$ cat config.mk
export PLATFORM = sky130hd
export DESIGN_NAME = tick_gen_multi
export DESIGN_NICKNAME = d
export VERILOG_FILES = /design/src/rtl/tick_gen_multi_pkg.sv /design/src/rtl/tick_gen_multi_channel.sv /design/src/rtl/tick_gen_multi.sv
export SDC_FILE = /design/constraint.sdc
export NUM_CORES = 1
export LEC_CHECK = 0
export ABC_AREA = 1
export BUFFER_PORTS_ARGS = -buffer_cell sky130_fd_sc_hd__buf_2
export CORE_UTILIZATION = 55
export CTS_CLUSTER_DIAMETER = 100
export CTS_CLUSTER_SIZE = 8
export DETAILED_ROUTE_END_ITERATION = 8
export PLACE_DENSITY = 0.79
export SYNTH_ARGS = -nofsm -noshare
export SYNTH_HDL_FRONTEND = slang
export SYNTH_HIERARCHICAL = 1
export SYNTH_SLANG_ARGS = --single-unit
$ cat constraint.sdc
create_clock -name clk -period 2.14 [get_ports clk]
set_input_delay 0.321 -clock clk [delete_from_list [all_inputs] [get_ports clk]]
set_output_delay 0.321 -clock clk [all_outputs]
set_load 0.01 [all_outputs]
$ cat src/rtl/tick_gen_multi_pkg.sv
// Shared encodings and helpers for the multi-channel tick generator.
// Imported by the top level and by the channel module.
package tick_gen_multi_pkg;

   localparam logic MODE_STROBE   = 1'b0;
   localparam logic MODE_SQUARE   = 1'b1;
   localparam int   DEFAULT_DIV_C = 5000;

   // Minimum channel-select width for a given channel count, never below 1.
   function automatic int sel_width(input int num_ch);
      return (num_ch > 1) ? $clog2(num_ch) : 1;
   endfunction

endpackage

$ cat src/rtl/tick_gen_multi_channel.sv
// One divider channel: counter, active/shadow divisor, square-wave toggle and registered outputs.
// A divisor written while running is held in the shadow register until the next wrap.
import tick_gen_multi_pkg::*;

module tick_gen_multi_channel #(
   parameter int CNT_W       = 16,
   parameter int DEFAULT_DIV = DEFAULT_DIV_C
) (
   input  logic             clk,
   input  logic             reset,
   input  logic             en,
   input  logic             mode,
   input  logic             sync_restart,
   input  logic             wr,
   input  logic [CNT_W-1:0] div_data,
   output logic             tick_out,
   output logic             wrap
);

   logic [CNT_W-1:0] cnt_r, cnt_s;
   logic [CNT_W-1:0] div_act_r, div_act_s;
   logic [CNT_W-1:0] shadow_r, shadow_s;
   logic             pend_r, pend_s;
   logic             sq_r, sq_s;
   logic             wrap_r, wrap_s;
   logic             tick_r, tick_s;
   logic             hit_s;

   // Next-state: restart beats disable beats normal counting; a write is layered on top.
   always_comb begin
      cnt_s     = cnt_r;
      div_act_s = div_act_r;
      shadow_s  = shadow_r;
      pend_s    = pend_r;
      sq_s      = sq_r;
      wrap_s    = 1'b0;
      tick_s    = 1'b0;
      hit_s     = (cnt_r == div_act_r);

      if (sync_restart) begin
         cnt_s = {CNT_W{1'b0}};
         sq_s  = 1'b0;
         if (pend_r) begin
            div_act_s = shadow_r;
            pend_s    = 1'b0;
         end else begin
            div_act_s = div_act_r;
         end
      end else if (!en) begin
         cnt_s = {CNT_W{1'b0}};
         sq_s  = 1'b0;
      end else if (hit_s) begin
         cnt_s  = {CNT_W{1'b0}};
         wrap_s = 1'b1;
         sq_s   = ~sq_r;
         if (pend_r) begin
            div_act_s = shadow_r;
            pend_s    = 1'b0;
         end else begin
            div_act_s = div_act_r;
         end
      end else begin
         cnt_s = cnt_r + CNT_W'(1);
      end

      // A write landing on the wrap edge goes to the shadow, so this wrap keeps the old divisor.
      if (wr) begin
         if (en) begin
            shadow_s = div_data;
            pend_s   = 1'b1;
         end else begin
            div_act_s = div_data;
            pend_s    = 1'b0;
         end
      end else begin
         shadow_s = shadow_s;
      end

      case (mode)
         MODE_SQUARE: tick_s = sq_s;
         MODE_STROBE: tick_s = wrap_s;
         default:     tick_s = 1'b0;
      endcase
   end

   // State and output registers.
   always_ff @(posedge clk or posedge reset) begin
      if (reset) begin
         cnt_r     <= {CNT_W{1'b0}};
         div_act_r <= CNT_W'(DEFAULT_DIV);
         shadow_r  <= CNT_W'(DEFAULT_DIV);
         pend_r    <= 1'b0;
         sq_r      <= 1'b0;
         wrap_r    <= 1'b0;
         tick_r    <= 1'b0;
      end else begin
         cnt_r     <= cnt_s;
         div_act_r <= div_act_s;
         shadow_r  <= shadow_s;
         pend_r    <= pend_s;
         sq_r      <= sq_s;
         wrap_r    <= wrap_s;
         tick_r    <= tick_s;
      end
   end

   assign tick_out = tick_r;
   assign wrap     = wrap_r;

endmodule

$ cat src/rtl/tick_gen_multi.sv
// Multi-channel programmable tick / clock-enable generator.
// Top level only decodes the divisor write address and replicates the channel.
import tick_gen_multi_pkg::*;

module tick_gen_multi #(
   parameter int NUM_CH      = 4,
   parameter int CNT_W       = 16,
   parameter int DEFAULT_DIV = DEFAULT_DIV_C,
   parameter int SEL_W       = sel_width(NUM_CH)
) (
   input  logic              clk,
   input  logic              reset,
   input  logic [NUM_CH-1:0] en,
   input  logic [NUM_CH-1:0] mode,
   input  logic              sync_restart,
   input  logic              div_wr,
   input  logic [SEL_W-1:0]  div_sel,
   input  logic [CNT_W-1:0]  div_data,
   output logic [NUM_CH-1:0] tick_out,
   output logic [NUM_CH-1:0] wrap
);

   // Selects at or above NUM_CH match no channel, so such writes vanish.
   for (genvar i = 0; i < NUM_CH; i++) begin : g_ch
      logic wr_s;
      assign wr_s = div_wr && (div_sel == SEL_W'(i));

      tick_gen_multi_channel #(
         .CNT_W       (CNT_W),
         .DEFAULT_DIV (DEFAULT_DIV)
      ) u_ch (
         .clk          (clk),
         .reset        (reset),
         .en           (en[i]),
         .mode         (mode[i]),
         .sync_restart (sync_restart),
         .wr           (wr_s),
         .div_data     (div_data),
         .tick_out     (tick_out[i]),
         .wrap         (wrap[i])
      );
   end

endmodule
==> run_results.csv, run 1 <==
group,metric,value,unit
clocking,cts-root-buf,"clkbuf_16",
synthesis,synth_xor_area_frac,0.0196,
sta,relSlewSlack,0.376,
routing,avgViaCountPerCell,5.19,
sta,rsz0062_at_grt,"no",
worst_setup_path,r2r_slack,0.23,ns
synthesis,syn_inst,1647,
synthesis,yosysWarningCount,6,
global_route,overflow,0,
floorplanning,die_area,0.0217,mm2
worst_setup_path,crit-reg2reg-launch,"g_ch[1].u_ch/div_act_r[12]",
layout,area_delta_synth_final,12.0,%
synthesis,synth.most_common_cell,"nand2_1",
synthesis,synth-simple-area-share,0.334,
pwr,clock_power_share,0.376,
floorplanning,initial_core_util,0.567,
clocking,htree_levels,1,
layout,multi_input_area,0.00506,mm2
synthesis,synth_common_cells,"nand2_1 (567), inv_1 (247), dfrtp_1 (168)",
sta,timing.hold.ws,0.115,ns
synthesis,post_synth_num_cell_types,36,
sta,worst_pin_slew,0.933,ns
pwr,combPwrFrac,0.175,
routing,drt-met1-wl,12.2,mm
routing,wl,27.9,mm
floorplanning,num_rows,52,
floorplanning,boundaryPins,38,
pwr,max-vdd-ir-drop,0.637,mV
clocking,cts_tree,"built",
worst_setup_path,crit_type,"flop to flop",
sta,finalSetupViolations,0,
worst_setup_path,startpoint_type,"flop",
pwr,switchingPower,3.26,mW
sta,skew,0.0123,ns
clocking,cts.sinks,208,
routing,drtIter0Drc,893,
global_route,antenna_found_initial,0,
synthesis,synth_top_cells_by_area,"dfrtp_1 (36%), nand2_1 (18%), dfstp_2 (9.0%)",
sta,totalNegativeSetupSlack,0,ns
sta,finalHoldViolCount,0,
pwr,p_leak,6.63,nW
worst_setup_path,crit_path_end_kind,"flop",
routing,drt.antenna.violating_nets,0,
synthesis,synthAdderAreaFrac,0.00431,
synthesis,syn_nets,1681,
worst_setup_path,crit_arrival,2.31,ns
synthesis,ys_async_sr_fraction,1.00,
worst_setup_path,timing.rr.end,"g_ch[1].u_ch/div_act_r[14]",
worst_setup_path,cp_max_fo,17,
global_route,grtUsageTotal,0.267,
placement,place_congestion,0.845,
routing,via_count,10300,
synthesis,synth_top_area_frac,0.362,
sta,fmax,0.523,GHz
synthesis,synth_top_family_by_area,"simple AND/OR/NAND/NOR gates",
floorplanning,die_x,147,um
global_route,grt_pass1_wl,47.1,mm
clocking,clk_latency,0.54,ns
layout,n_antenna_cell,0,
synthesis,synth-edff-count,0,
routing,routed-wl-met3,1.48,mm
synthesis,yosysSeqAreaShare,0.452,
routing,dr.pass1.iters,5,
placement,port_buffers,37,
clocking,cts_made_buffers,29,
routing,routed.top_layer,"met4",
sta,period_needed,1.91,ns
hold_path,hold_path_end,"g_ch[2].u_ch/shadow_r[12]",
synthesis,synthMuxAreaShare,0.00732,
worst_setup_path,rr_worst_depth,11,
clocking,clk_pin_slew,0.05,ns
routing,wl_per_cell,14.0,um
clocking,ctsLongestPathBuffers,3,
pwr,sw_frac_of_total,0.294,
hold_path,hp-start,"div_data[12]",
floorplanning,core,0.0205,mm2
flow_run,drv_cap,0,
sta,fin_crit_sh,0.893,
synthesis,syn_area,0.0116,mm2
synthesis,syn_avg_cell_area,7.06,um2
placement,hpwl,19.3,mm
routing,dr_wl_met2,13.4,mm
layout,nFillCells,1877,
worst_setup_path,cp.required,2.54,ns
hold_path,hp-class,"input pin to flop",
pwr,p_seq_frac,0.449,
synthesis,synth_compound_area_frac,0.0690,
hold_path,whs_path_depth,3,
routing,route.detailed.drc,0,
layout,regArea,0.00526,mm2
global_route,grt_start_max_net_pins,53,
global_route,grt_pass1_vias,9788,
floorplanning,die_h,147,um
layout,drive_gt1_frac,0.118,
pwr,intPower,7.82,mW
synthesis,synth_top_cell_by_area,"dfrtp_1",
sta,slew_viol_final,0,
synthesis,synth-main-ff-cell,"dfrtp_1",
layout,fin_nets,1733,
status,status,"complete, no violations",
pwr,powerDensity,851,mW/mm2
synthesis,synth_seq_cells,208,
final cells by class:
class	count	area share
Clock buffer	52	0.0624
Inverter	290	0.0837
Multi-Input combinational cell	1101	0.389
Sequential cell	208	0.404
Tap cell	270	0.0260
Timing Repair Buffer	69	0.0356
flip-flops by register name, indices dropped and copies added (netlist names):
name                 flops
g_ch.u_ch/tick_out       4
g_ch.u_ch/shadow_r      64
g_ch.u_ch/sq_r           4
g_ch.u_ch/cnt_r         64
g_ch.u_ch/wrap           4
g_ch.u_ch/pend_r         4
g_ch.u_ch/div_act_r     64
worst max-delay path by stage:
| stage | from | to | slack [ns] | depth (start not counted) |
|---|---|---|---|---|
| floorplan | g_ch[0].u_ch/div_act_r[9] | g_ch[0].u_ch/div_act_r[10] | 0.54 | 12 |
| global route | g_ch[1].u_ch/div_act_r[12] | g_ch[1].u_ch/div_act_r[14] | 0.0005 | 11 |
| global placement | g_ch[2].u_ch/div_act_r[12] | g_ch[2].u_ch/div_act_r[14] | 0.25 | 11 |
| detailed placement | g_ch[2].u_ch/div_act_r[12] | g_ch[2].u_ch/div_act_r[14] | 0.25 | 11 |
| CTS | g_ch[1].u_ch/div_act_r[12] | g_ch[1].u_ch/div_act_r[14] | 0.21 | 11 |
| finish | g_ch[1].u_ch/div_act_r[12] | g_ch[1].u_ch/div_act_r[14] | 0.23 | 11 |
cells by family (layout without fill, tap and decap cells):
family	count (synthesis)	after routing
and+or+nand+nor	910	910
AOI/OAI and AO/OA	153	153
muxes	8	8
adders and majority gates	4	4
DFF	208	208
xor gates and xnor gates	26	26
buffers and inverters	338	411
through the flow:
step / cells / setup slack [ns] / power [mW] / util / area, um2
6_report: 1990 / 0.229 / 11.1 / 0.635 / 13000
5_1_grt: 1990 / 0.000451 / 11.7 / 0.635 / 13000
4_1_cts: 1990 / 0.214 / 11.1 / 0.634 / 13000
3_5_place_dp: 1933 / 0.253 / 6.93 / 0.592 / 12100
3_3_place_gp: 1933 / 0.253 / 6.84 / 0.592 / 12100
2_1_floorplan: 1647 / 0.539 / 6.39 / - / 11600
per-layer routing:
metal	vias up	global-route usage
met5	-	0
li1	5159	-
met3	64	0.0366
met1	4823	0.355
met4	0	0.0948
met2	277	0.446
power by group through the flow:
stage	combinational [mW]	sequential (mW)	clock, mW
global route	2.26	5.03	4.39
floorplan	1.50	4.89	0
finish	1.94	4.97	4.16
CTS	1.94	4.96	4.24
detailed placement	1.92	5.01	0
global placement	1.84	5.00	0
critical path: stages, from the launching register on:
cell and delay (ns):
dfstp_2 0.54, inv_1 0.05, nand2_1 0.05, nand2_1 0.05, nor2_1 0.11, nand2_1 0.10, nor2_4 0.15, nand3_4 0.22
nand2_4 0.25, nand2_1 0.09, nand3_1 0.08, o21ai_1 0.08
repair_timing:
action,CTS,global route
resized for setup,0,1
buffers inserted,0,0
hold endpoints to repair,59,0
hold buffers,5,0
endpoints found under the setup margin,0,1
cells in the final DEF, fill, tap and decap left out, types with 5 or more instances in the layout:
master	instances
a21oi_1	15
dfstp_2	40
nor2_4	8
clkbuf_16	29
clkinv_1	11
buf_4	25
o21ai_0	124
clkbuf_1	23
dlygate4sd3_1	5
xor2_1	22
inv_2	36
nor3_1	29
nor3_2	6
nor2_1	122
inv_1	243
nor3b_1	10
buf_2	37
nand3_1	152
nand2_1	567
dfrtp_1	168
Power figures use the tool's default switching activity.
==> run 2, diff against run 1 <==
==> constraint.sdc (replaced) <==
create_clock -name clk -period 2.14 [get_ports clk]
set_input_delay 0.214 -clock clk [delete_from_list [all_inputs] [get_ports clk]]
set_output_delay 0.214 -clock clk [all_outputs]
set_load 0.01 [all_outputs]
==> run 2 against run 1 <==
Cell count increased by 0.10%. Global-route usage down 0.56 points. Wire length decreased by 0.44%. Combinational power about the same. Utilization about the same. Sequential power about the same. Fmax fell by 0.67%. Clock skew down 0.0042 ns. Non-clock buffer count up 2. Design area about the same. Die area is the same. Worst hold slack worse by 0.093 ns.
==> run_results.csv, run 2 (same netlist as run 1, synthesis figures left out) <==
group,metric,value,unit
worst_setup_path,cp.required,2.61,ns
worst_setup_path,crit_path_end_kind,"flop",
flow_run,drv_cap,0,
global_route,overflow,0,
worst_setup_path,crit_arrival,2.39,ns
sta,period_needed,1.92,ns
global_route,grtUsageTotal,0.261,
routing,drtIter0Drc,666,
clocking,ctsLongestPathBuffers,3,
layout,layout_commonest_cell,"nand2_1",
pwr,combPwrFrac,0.176,
routing,avgViaCountPerCell,5.19,
placement,dp_slack,0.261,ns
floorplanning,die_x,147,um
pwr,sw_frac_of_total,0.294,
status,status,"complete, no violations",
pwr,intPower,7.81,mW
sta,finalSetupViolations,0,
layout,finish.utilization,0.635,
placement,hpwl,19.5,mm
floorplanning,die_area,0.0217,mm2
pwr,clock_power_share,0.375,
worst_setup_path,crit_type,"flop to flop",
layout,final_cell_mix,"nand2_1 (567), inv_1 (243), dfrtp_1 (168)",
floorplanning,boundaryPins,38,
sta,finalHoldViolCount,0,
routing,drt.antenna.violating_nets,0,
sta,slew_viol_final,0,
pwr,powerDensity,850,mW/mm2
global_route,grt_pass1_vias,9698,
floorplanning,die_h,147,um
clocking,cts-root-buf,"clkbuf_16",
sta,timing.hold.ws,0.0212,ns
global_route,grt_pass1_wl,46.1,mm
clocking,cts_made_buffers,29,
pwr,p_leak,6.63,nW
layout,biggestRegsByFlops,"g_ch.u_ch/cnt_r: 64 flops, g_ch.u_ch/div_act_r: 64 flops, g_ch.u_ch/shadow_r: 64 flops",
worst_setup_path,cp_max_fo,18,
layout,n_antenna_cell,0,
sta,fin_ws,0.216,ns
floorplanning,num_rows,52,
clocking,htree_levels,1,
sta,rsz0062_at_grt,"no",
routing,dr.pass1.iters,5,
hold_path,hp-class,"input pin to flop",
clocking,cts_tree,"built",
layout,fin_nets,1735,
floorplanning,initial_core_util,0.567,
routing,via_count,10300,
pwr,p_seq_frac,0.449,
sta,fmax,0.520,GHz
placement,placed_area,0.0121,mm2
layout,final_area,0.0130,mm2
clocking,clk_pin_slew,0.05,ns
routing,route.detailed.drc,0,
pwr,switchingPower,3.25,mW
clocking,clk_latency,0.53,ns
placement,place_congestion,0.904,
sta,skew,0.00811,ns
layout,area_delta_synth_final,11.9,%
sta,worst_pin_slew,0.725,ns
global_route,grt_start_max_net_pins,36,
sta,fin_crit_sh,0.899,
routing,wl_per_cell,14.0,um
clocking,cts.sinks,208,
placement,port_buffers,37,
floorplanning,core,0.0205,mm2
sta,totalNegativeSetupSlack,0,ns
layout,drive_gt1_frac,0.118,
routing,wl,27.8,mm
worst_setup_path,startpoint_type,"flop",
pwr,max-vdd-ir-drop,0.598,mV
sta,relSlewSlack,0.516,
global_route,antenna_found_initial,0,
run 2: cell count changes in the layout (fill, tap and decap cells not counted), sizes merged:
cell	before	now
buf	64	65
dlygate4sd3	5	6
run 2: worst paths after layout:
kind / startpoint / to / slack (ns) / cells after the start
min in group asynchronous: reset / g_ch[0].u_ch/div_act_r[13] / 0.26 / 3
worst min-delay path: div_data[9] / g_ch[1].u_ch/shadow_r[9] / 0.02 / 3
worst min register to register: g_ch[0].u_ch/shadow_r[2] / g_ch[0].u_ch/shadow_r[2] / 0.48 / 2
max in group asynchronous: reset / g_ch[1].u_ch/cnt_r[9] / 1.06 / 4
worst max register to register: g_ch[3].u_ch/div_act_r[9] / g_ch[3].u_ch/div_act_r[7] / 0.22 / 12
worst max-delay path: g_ch[3].u_ch/div_act_r[9] / g_ch[3].u_ch/div_act_r[7] / 0.22 / 12
run 2: layout make-up:
cell class	instances	area [um2]
well taps	270	338
fillers	1857	7490
multi-input cells	1101	5050
repair buffers	71	468
inverters	290	1090
clock buffers	52	812
flip-flops and latches	208	5260
run 2: stage by stage:
stage | total power, mW | std cells
after global placement | 6.84 | 1934
after detailed placement | 6.92 | 1934
final | 11.1 | 1992
after floorplan | 6.39 | 1647
after global routing | 11.7 | 1992
after CTS | 11.1 | 1992
run 2: power by group through the flow:
stage | Sequential, mW | Clock (mW) | Combinational [mW]
6_report | 4.96 | 4.15 | 1.95
5_1_grt | 5.03 | 4.39 | 2.26
4_1_cts | 4.95 | 4.23 | 1.95
3_5_place_dp | 5.00 | 0 | 1.92
3_3_place_gp | 4.99 | 0 | 1.85
2_1_floorplan | 4.89 | 0 | 1.50
run 2: repair_timing:
action / in CTS / in global routing
setup buffers: 0 / 0
hold endpoints to repair: 77 / 0
hold buffers: 6 / 0
resized for setup: 0 / 0
run 2: worst max-delay path, stage by stage, from the launching register on:
cell and delay, ns:
dfstp_2 0.54, inv_1 0.06, nand2_1 0.06, nand2_1 0.05, nor2_1 0.11, nand2_1 0.11, nor2_4 0.16, nand3_4 0.22
nand2_4 0.25, nand2_1 0.08, nand3_1 0.09, nand2_1 0.08, inv_1 0.05
run 2: per-layer routing:
metal  vias up  wire length, um  global-route usage
met1      4839            12400               0.354
li1       5158                -                   -
met5         -                0                   0
met3        66             1390              0.0382
met2       266            13100               0.430
met4         0              933              0.0861
